<file path="src/rtl/arbiter_pkg.sv">
// arbiter_pkg: shared state type and one-hot to index conversion for the round-robin arbiter
package arbiter_pkg;
    localparam int MAX_WAYS = 64;

    typedef enum logic [0:0] {IDLE = 1'b0, GRANT = 1'b1} state_t;

    function automatic int onehot_to_index(input logic [MAX_WAYS-1:0] onehot);
        int r;
        r = 0;
        for (int i = 0; i < MAX_WAYS; i++)
            if (onehot[i]) r = i;
        return r;
    endfunction
endpackage

</file>
<file path="src/rtl/rr_priority_pick.sv">
// rr_priority_pick: first set request bit searching upward from pointer, wrapping at NUMBER_WAYS
module rr_priority_pick #(
    parameter int NUMBER_WAYS = 8,
    parameter int PW = $clog2(NUMBER_WAYS)
) (
    input  logic [NUMBER_WAYS-1:0] request,
    input  logic [PW-1:0]          pointer,
    output logic [NUMBER_WAYS-1:0] winner,
    output logic                   any
);
    logic [PW-1:0] idx;
    int            s;

    always_comb begin
        winner = '0;
        any = 1'b0;
        s = 0;
        idx = '0;
        for (int k = 0; k < NUMBER_WAYS; k++) begin
            s = int'(pointer) + k;
            s = (s >= NUMBER_WAYS) ? s - NUMBER_WAYS : s;
            idx = PW'(s);
            if (!any && request[idx]) begin
                winner[idx] = 1'b1;
                any = 1'b1;
            end
        end
    end
endmodule

</file>
<file path="src/rtl/arbiter_rr_onehot.sv">
// arbiter_rr_onehot: round-robin one-hot arbiter with grant hold until ack
// ARBITER_RR_TIMEOUT_EN adds a hold counter that force-releases after MAX_HOLD_CYCLES
module arbiter_rr_onehot
    import arbiter_pkg::*;
#(
    parameter int NUMBER_WAYS = 8,
    parameter int MAX_HOLD_CYCLES = 16
) (
    input  logic                           clk_in,
    input  logic                           reset_in,
    input  logic [NUMBER_WAYS-1:0]         request_in,
    input  logic                           ack_in,
    output logic [NUMBER_WAYS-1:0]         sel_out,
    output logic                           grant_valid_out,
    output logic [$clog2(NUMBER_WAYS)-1:0] grant_index_out,
    output logic                           timeout_out
);
    localparam int IW = $clog2(NUMBER_WAYS);

    state_t                 state;
    logic [NUMBER_WAYS-1:0] sel, win;
    logic [IW-1:0]          ptr, idx, nxt_ptr, pick_ptr;
    logic                   any, hold_hit, release_g;

    assign idx       = IW'(onehot_to_index(MAX_WAYS'(sel)));
    assign nxt_ptr   = (idx == IW'(NUMBER_WAYS - 1)) ? '0 : idx + 1'b1;
    assign release_g = (state == GRANT) && (ack_in || hold_hit);
    assign pick_ptr  = release_g ? nxt_ptr : ptr;

    // Masking with sel excludes the way being released; sel is zero in IDLE
    rr_priority_pick #(.NUMBER_WAYS(NUMBER_WAYS)) u_pick (
        .request(request_in & ~sel),
        .pointer(pick_ptr),
        .winner (win),
        .any    (any)
    );

    always_ff @(posedge clk_in) begin
        if (!reset_in) begin
            state <= IDLE;
            ptr   <= '0;
            sel   <= '0;
        end else if (state == IDLE || release_g) begin
            if (release_g) ptr <= nxt_ptr;
            state <= any ? GRANT : IDLE;
            sel   <= win;
        end
    end

`ifdef ARBITER_RR_TIMEOUT_EN
    localparam int HW = $clog2(MAX_HOLD_CYCLES + 1);

    logic [HW-1:0] hold;
    logic          timeout_q;

    assign hold_hit = (state == GRANT) && (hold == HW'(MAX_HOLD_CYCLES - 1));

    always_ff @(posedge clk_in) begin
        if (!reset_in) begin
            hold      <= '0;
            timeout_q <= 1'b0;
        end else begin
            hold      <= (state == IDLE || release_g) ? '0 : hold + 1'b1;
            timeout_q <= hold_hit && !ack_in;
        end
    end

    assign timeout_out = timeout_q;
`else
    assign hold_hit    = 1'b0;
    assign timeout_out = 1'b0;
`endif

    assign sel_out         = sel;
    assign grant_valid_out = (state == GRANT);
    assign grant_index_out = idx;
endmodule

</file>
<file path="config.mk">
export PLATFORM = sky130hd
export DESIGN_NAME = arbiter_rr_onehot
export DESIGN_NICKNAME = d
export VERILOG_FILES = /design/src/rtl/arbiter_pkg.sv /design/src/rtl/rr_priority_pick.sv /design/src/rtl/arbiter_rr_onehot.sv
export SDC_FILE = /design/constraint.sdc
export NUM_CORES = 1
export LEC_CHECK = 0
export BUFFER_PORTS_ARGS = -buffer_cell sky130_fd_sc_hd__buf_2
export CAP_MARGIN = 25
export CORE_ASPECT_RATIO = 0.7
export CORE_UTILIZATION = 27
export CTS_CLUSTER_DIAMETER = 50
export DETAILED_ROUTE_END_ITERATION = 16
export PLACE_DENSITY = 0.48
export SLEW_MARGIN = 15
export SYNTH_ARGS = -nofsm -noshare
export SYNTH_HDL_FRONTEND = slang
export SYNTH_SLANG_ARGS = --single-unit
</file>
<file path="constraint.sdc">
create_clock -name clk_in -period 5.7 [get_ports clk_in]
set_input_delay 0.57 -clock clk_in [delete_from_list [all_inputs] [get_ports clk_in]]
set_output_delay 0.57 -clock clk_in [all_outputs]
set_load 0.05 [all_outputs]
</file>
==> results_dict.tcl, run 1 <==
set metrics [dict create \
    r2r-start "sel_out[5]" \
    place_inst 316 \
    numCtsBuffers 3 \
    area_delta_synth_final_pct 12.9 \
    cp_max_fo 24 \
    grt_pass1_wl_um 9430 \
    wl_um 5930 \
    crit_top_cell "nor2_1" \
    layout.nets 261 \
    grt_max_degree 25 \
    core_area_um2 6280 \
    path_clk_slew_ns 0.06 \
    worstHoldPathType "flip-flop to flip-flop" \
    synth_edf_count 0 \
    rsz0062_at_grt "false" \
    cp.depth 13 \
    cts_hold_repair.buffers 0 \
    setup_viol 0 \
    wl_per_cell_um 18.5 \
    clk_latency_ns 0.25 \
    diodes 0 \
    cts_tree "done" \
    worst_slew_margin_rel 0.389 \
    critPathKind "flip-flop to flip-flop" \
    whs_ns 0.617 \
    io_buffers 22 \
    drt_iter0_drc 259 \
    outcome "complete, no violations" \
    ys.flop_type "dfxtp_1" \
    final_antenna_net_count 0 \
    nFillCells 677 \
    path_delay_family "compound AO/OA/AOI/OAI gates" \
    synthDistinctLibCells 63 \
    clock_path_buffers 2 \
    crit_start "sel_out[5]" \
    drive_above_1_share 0.223 \
    ys_ff_latch 12 \
    die_w_um 98.8 \
    end_kind "flip-flop" \
    post_cts_resized 0 \
    ios 24 \
    start_kind "flip-flop" \
    synth_seq_area_share 0.136 \
    rrSetupSlack_ns 1.10 \
    yosys_warnings 0 \
    grt_overflow_total 0 \
    netlist_area_um2 1770 \
    clock.fmax_ghz 0.218 \
    tightest_slew_ns 0.916 \
    cp_data_arrival_time_ns 4.74 \
    cts_setup_buffers 0 \
    cts.sinks 12 \
    std_cell_rows 24 \
    async_flop_share 0 \
    htree_levels 1 \
    report.final.slew_viol_count 0 \
    die_h_um 69.7 \
    fin_crit_ns 4.60 \
    cp-endpoint "sel_out[0]" \
    grt_pass1_vias 1703 \
    initial_utilization 0.282 \
    skew_ns 0.00461 \
    post_synth.cell_area_avg_um2 7.90 \
    fin_util 0.318 \
    r2r-end "sel_out[0]" \
    drt_pre_antenna_iters 4 \
    hpwl_um 4820 \
    required_ns 5.84 \
    synthCells 224 \
    grt_usage 0.177 \
    fin_tns_setup_ns 0 \
    slowest_stage "a2111oi_0" \
    dieArea_um2 6890 \
    syn_nets 242 \
    drc 0 \
    viasPerCell 5.97 \
    finalHoldViolCount 0 \
    slowest_delay_ns 0.61 \
    drv_cap 0 \
    ff2ff_path_depth 13 \
    place.gp.congestion 0.955 \
    vias 1909 \
    antenna_found_initial 0 \
    stdcell_count 320 \
    critPathBufInv 1 \
    finalCritPeriodShare 0.807 \
    path_cells "nor2_1 > a211o_1 > a21oi_4 > inv_2 > ha_1 > a2111oi_0 > a21oi_1 > mux2_2 > o211ai_2 > nor2_1 > a222oi_1 > a41oi_1 > o21a_1" \
    root_buffer "clkbuf_8" \
]
-- cell usage in the layout (no fill, tap or decap), drive strengths merged, types with 2 or more instances in the layout --
cell	instances
a211oi	5
nor3	5
nand2b	11
nand3	7
o31ai	2
inv	7
o211ai	4
mux2	8
and2	3
a2bb2oi	3
clkbuf	4
dfxtp	12
and3	3
a22o	2
a21boi	2
mux2i	12
o21ai	15
buf	23
nand2	18
a21oi	8
a41oi	4
nor3b	2
nor4	7
xnor2	4
a32o	2
nor2	25
ha	7
o21a	3
mux4	2
nand4	6
nor2b	2
o2111a	2
a31oi	4
-- cell usage after synthesis, types with 2 or more instances --
master     count  area, um2
a32o_1         2       20.0
inv_2          2       7.51
mux4_2         2       45.0
and3_1         3       18.8
nand4_1        6       37.5
a21oi_1        7       35.0
mux2_2         8       90.1
o211ai_1       2       15.0
a2bb2oi_1      3       26.3
a31oi_1        4       25.0
ha_1           7       87.6
xnor2_1        2       17.5
and2_1         3       18.8
a21boi_0       2       15.0
inv_1          4       15.0
nor3_1         3       15.0
o2111a_1       2       22.5
a41oi_1        4       35.0
nor4_1         6       37.5
a22o_1         2       17.5
buf_4          2       15.0
nand3_1        7       35.0
nand2_1       17       63.8
nand2b_1      11       68.8
dfxtp_1       12        240
o21ai_0       15       75.1
clkbuf_1       6       22.5
a211oi_1       5       37.5
nor3b_1        2       15.0
o21a_1         3       22.5
nor2b_1        2       12.5
mux2i_1       12        120
nor2_1        25       93.8
o31ai_1        2       15.0
-- registers in the layout, summed over array words and instances, names as in the netlist --
| register | count |
|---|---|
| ptr | 3 |
| grant_valid_out | 1 |
| sel_out | 8 |
-- worst reg2reg max path: cells and delay by family (launching register included) --
| family | cells | cell delay, ns |
|---|---|---|
| AND/OR/NAND/NOR | 2 | 0.24 |
| buffers and inverters | 1 | 0.29 |
| multiplexers | 1 | 0.34 |
| flip-flops | 1 | 0.47 |
| adder cells (fa/ha/maj) | 1 | 0.56 |
| AO/OA/AOI/OAI | 8 | 2.60 |
-- worst min-delay path by stage --
stage          slack (ns)    endpoint       start  depth (start not counted)
6_report             0.62  sel_out[3]  sel_out[3]                          2
5_1_grt              0.64  sel_out[3]  sel_out[3]                          2
4_1_cts              0.62  sel_out[3]  sel_out[3]                          2
3_5_place_dp         0.62  sel_out[3]  sel_out[3]                          2
3_3_place_gp         0.62  sel_out[2]  sel_out[2]                          2
2_1_floorplan        0.78  sel_out[7]    reset_in                          2
-- cell type report --
type	instances	area, um2	share of cell area
clock buffers	4	55.1	0.0276
inverters	7	28.8	0.0144
multi-input cells	196	1460	0.730
flip-flops and latches	12	240	0.120
well taps	78	97.6	0.0488
repair buffers	23	118	0.0589
-- through the flow --
| stage | worst slack, ns | cell area, um2 |
|---|---|---|
| 5_1_grt | 0.815 | 2000 |
| 3_5_place_dp | 1.17 | 1940 |
| 4_1_cts | 1.19 | 2000 |
| 6_report | 1.10 | 2000 |
| 3_3_place_gp | 1.25 | 1940 |
| 2_1_floorplan | 0.386 | 1770 |
-- cell families (layout without fill, tap and decap cells) --
group / after synthesis / count (layout) / synth area share
adders and majority gates: 7 / 7 / 0.0495
xor gates and xnor gates: 5 / 5 / 0.0396
and+or+nand+nor: 93 / 93 / 0.296
DFF: 12 / 12 / 0.136
buffers and inverters: 16 / 34 / 0.0396
other: 1 / 1 / 0.00212
AOI/OAI and AO/OA: 68 / 68 / 0.293
muxes: 22 / 22 / 0.144
-- routing by layer --
| metal | vias to the layer above | global-route usage | routed length [um] |
|---|---|---|---|
| li1 | 906 | - | - |
| met1 | 886 | 0.290 | 3030 |
| met2 | 109 | 0.231 | 2210 |
| met3 | 8 | 0.0373 | 632 |
| met4 | 0 | 0.0216 | 63 |
| met5 | - | 0 | 0 |
Power of run 1 is not shown: default switching activity piles up to over one toggle a cycle in this logic, so the estimate is an artifact.
==> run 2: changes to the inputs <==
ABC_AREA = 1   (was default)
PLACE_DENSITY = 0.47   (was 0.48)
clock period = 4.7 ns   (was 5.7 ns; I/O delays follow)
==> results_dict.tcl, run 2 <==
set metrics [dict create \
    outcome "complete, no violations" \
    rrSetupSlack_ns 0.68 \
    leakage_uw 0.00125 \
    hpwl_um 5900 \
    cp_max_fo 17 \
    layout.nets 419 \
    yosys_warnings 0 \
    die_w_um 109 \
    worst_slew_margin_rel 0.635 \
    share_comb_of_total_power 0.831 \
    grt_pass1_wl_um 11800 \
    post_cts_resized 0 \
    synthCells 386 \
    netlist_area_um2 2180 \
    fin_util 0.306 \
    grt_max_degree 26 \
    critPathKind "flip-flop to flip-flop" \
    ios 24 \
    synth_seq_area_share 0.110 \
    grt_overflow_total 0 \
    syn_nets 404 \
    synth_edf_count 0 \
    die_h_um 77.2 \
    required_ns 4.89 \
    grt_usage 0.180 \
    stdcell_count 500 \
    post-synth-top-count-cell "nand3_1" \
    area_delta_synth_final_pct 9.91 \
    antenna_found_initial 0 \
    wl_um 7160 \
    final_common_cell "nand3_1" \
    end_kind "flip-flop" \
    setup_viol 0 \
    p_sw_uw 1180 \
    initial_utilization 0.279 \
    synth_top_cell_area_share 0.193 \
    tightest_slew_ns 0.546 \
    whs_ns 0.598 \
    diodes 0 \
    async_flop_share 0 \
    drv_cap 0 \
    path_clk_slew_ns 0.04 \
    fin_crit_ns 4.02 \
    p_int_uw 584 \
    cts_hold_repair.buffers 0 \
    std_cell_rows 27 \
    largest_reg_flops 8 \
    cts_setup_buffers 0 \
    core_area_um2 7840 \
    wl_per_cell_um 14.3 \
    cts.sinks 12 \
    final_antenna_net_count 0 \
    worstHoldPathType "flip-flop to flip-flop" \
    finalHoldViolCount 0 \
    numCtsBuffers 3 \
    root_buffer "clkbuf_16" \
    drc 0 \
    io_buffers 22 \
    swShare 0.669 \
    cts_tree "done" \
    fin_tns_setup_ns 0 \
    clock.fmax_ghz 0.249 \
    yosys.area.top_type "nand3_1" \
    place_inst 497 \
    start_kind "flip-flop" \
    ys.flop_type "dfxtp_1" \
    post_synth.cell_area_avg_um2 5.66 \
    clock_path_buffers 2 \
    synthTopCellsByCount "84 x nand3_1, 69 x nand2_1, 65 x inv_1, 45 x nor2_1" \
    powerDensity_nw_per_um2 734 \
    p_clk_frac 0.085 \
    report.final.slew_viol_count 0 \
    ys_ff_latch 12 \
    finalCritPeriodShare 0.855 \
    skew_ns 0.000820 \
    cp_data_arrival_time_ns 4.20 \
    nFillCells 912 \
    drive_above_1_share 0.178 \
    clk_latency_ns 0.24 \
    drt_iter0_drc 278 \
    vdd_ir_drop_max_mv 0.309 \
    layout_common_cells "84 x nand3_1, 69 x nand2_1, 65 x inv_1, 45 x nor2_1, 22 x buf_2" \
    place.gp.congestion 0.998 \
    vias 2486 \
    htree_levels 1 \
    drt_pre_antenna_iters 6 \
    pwr-share-seq 0.084 \
    grt_pass1_vias 2241 \
    rsz0062_at_grt "false" \
    dieArea_um2 8460 \
    synth_area_leaders "nand3_1 19%, nand2_1 12%, inv_1 11%" \
    viasPerCell 4.97 \
    synthDistinctLibCells 33 \
]
run 2: final timing paths:
kind / from / endpoint / cells after the start
setup reg to reg: sel_out[2] / sel_out[7] / 22
hold reg to reg: sel_out[0] / sel_out[0] / 4
setup / recovery: sel_out[2] / sel_out[7] / 22
hold / removal: sel_out[0] / sel_out[0] / 4
run 2: metrics by stage:
stage / worst slack [ns] / area [um2] / power, uW
after floorplan: 0.862 / 2180 / 1310
after global placement: 0.856 / 2320 / 1600
after detailed placement: 0.725 / 2320 / 1600
after CTS: 0.717 / 2400 / 1750
after global routing: 0.280 / 2400 / 1930
final: 0.683 / 2400 / 1760
run 2: worst max-delay path, stage by stage, from the launching register on:
cell     delay (ns)
dfxtp_1        0.41
inv_2          0.07
nand2_1        0.06
nand2_1        0.04
nand2_1        0.05
nand2_1        0.05
nand2_2        0.08
nand2_1        0.07
ha_1           0.28
inv_1          0.05
o21ai_2        0.44
ha_1           0.48
inv_1          0.37
nand3_1        0.15
nand2_1        0.08
nand2_1        0.04
nand2_1        0.35
nand4_2        0.20
nor2_4         0.33
nand4_1        0.13
nand3_1        0.14
nand2_1        0.05
inv_1          0.04
run 2: cells by family after synthesis:
group / after synthesis / synth area share
and+or+nand+nor: 262 / 0.617
buffers and inverters: 86 / 0.171
AOI/OAI and AO/OA: 17 / 0.0533
DFF: 12 / 0.110
adders and majority gates: 7 / 0.0401
xor gates and xnor gates: 1 / 0.00745
other: 1 / 0.00172
run 2: final cells by class:
class	instances	area (um2)	area share
multi-input cells	288	1570	0.654
inverters	74	278	0.116
flip-flops and latches	12	240	0.100
well taps	101	126	0.0527
repair buffers	22	110	0.0459
clock buffers	3	75.1	0.0313
run 2: power by group through the flow:
stage / clock network, uW / registers, uW / logic (uW)
finish: 150 / 148 / 1460
global placement: 0 / 149 / 1450
floorplan: 0 / 206 / 1110
CTS: 155 / 148 / 1450
detailed placement: 0 / 149 / 1450
global route: 160 / 152 / 1610
run 2: per-layer routing:
| layer | track usage | part of all wire | wire (um) | vias to the layer above |
|---|---|---|---|---|
| met3 | 0.0281 | 0.071 | 510 | 5 |
| met4 | 0.0173 | 0.0038 | 27 | 0 |
| met1 | 0.293 | 0.55 | 3910 | 1122 |
| met5 | 0 | 0 | 0 | - |
| li1 | - | - | - | 1275 |
| met2 | 0.247 | 0.38 | 2710 | 84 |
(Power assumes the default switching activity.)
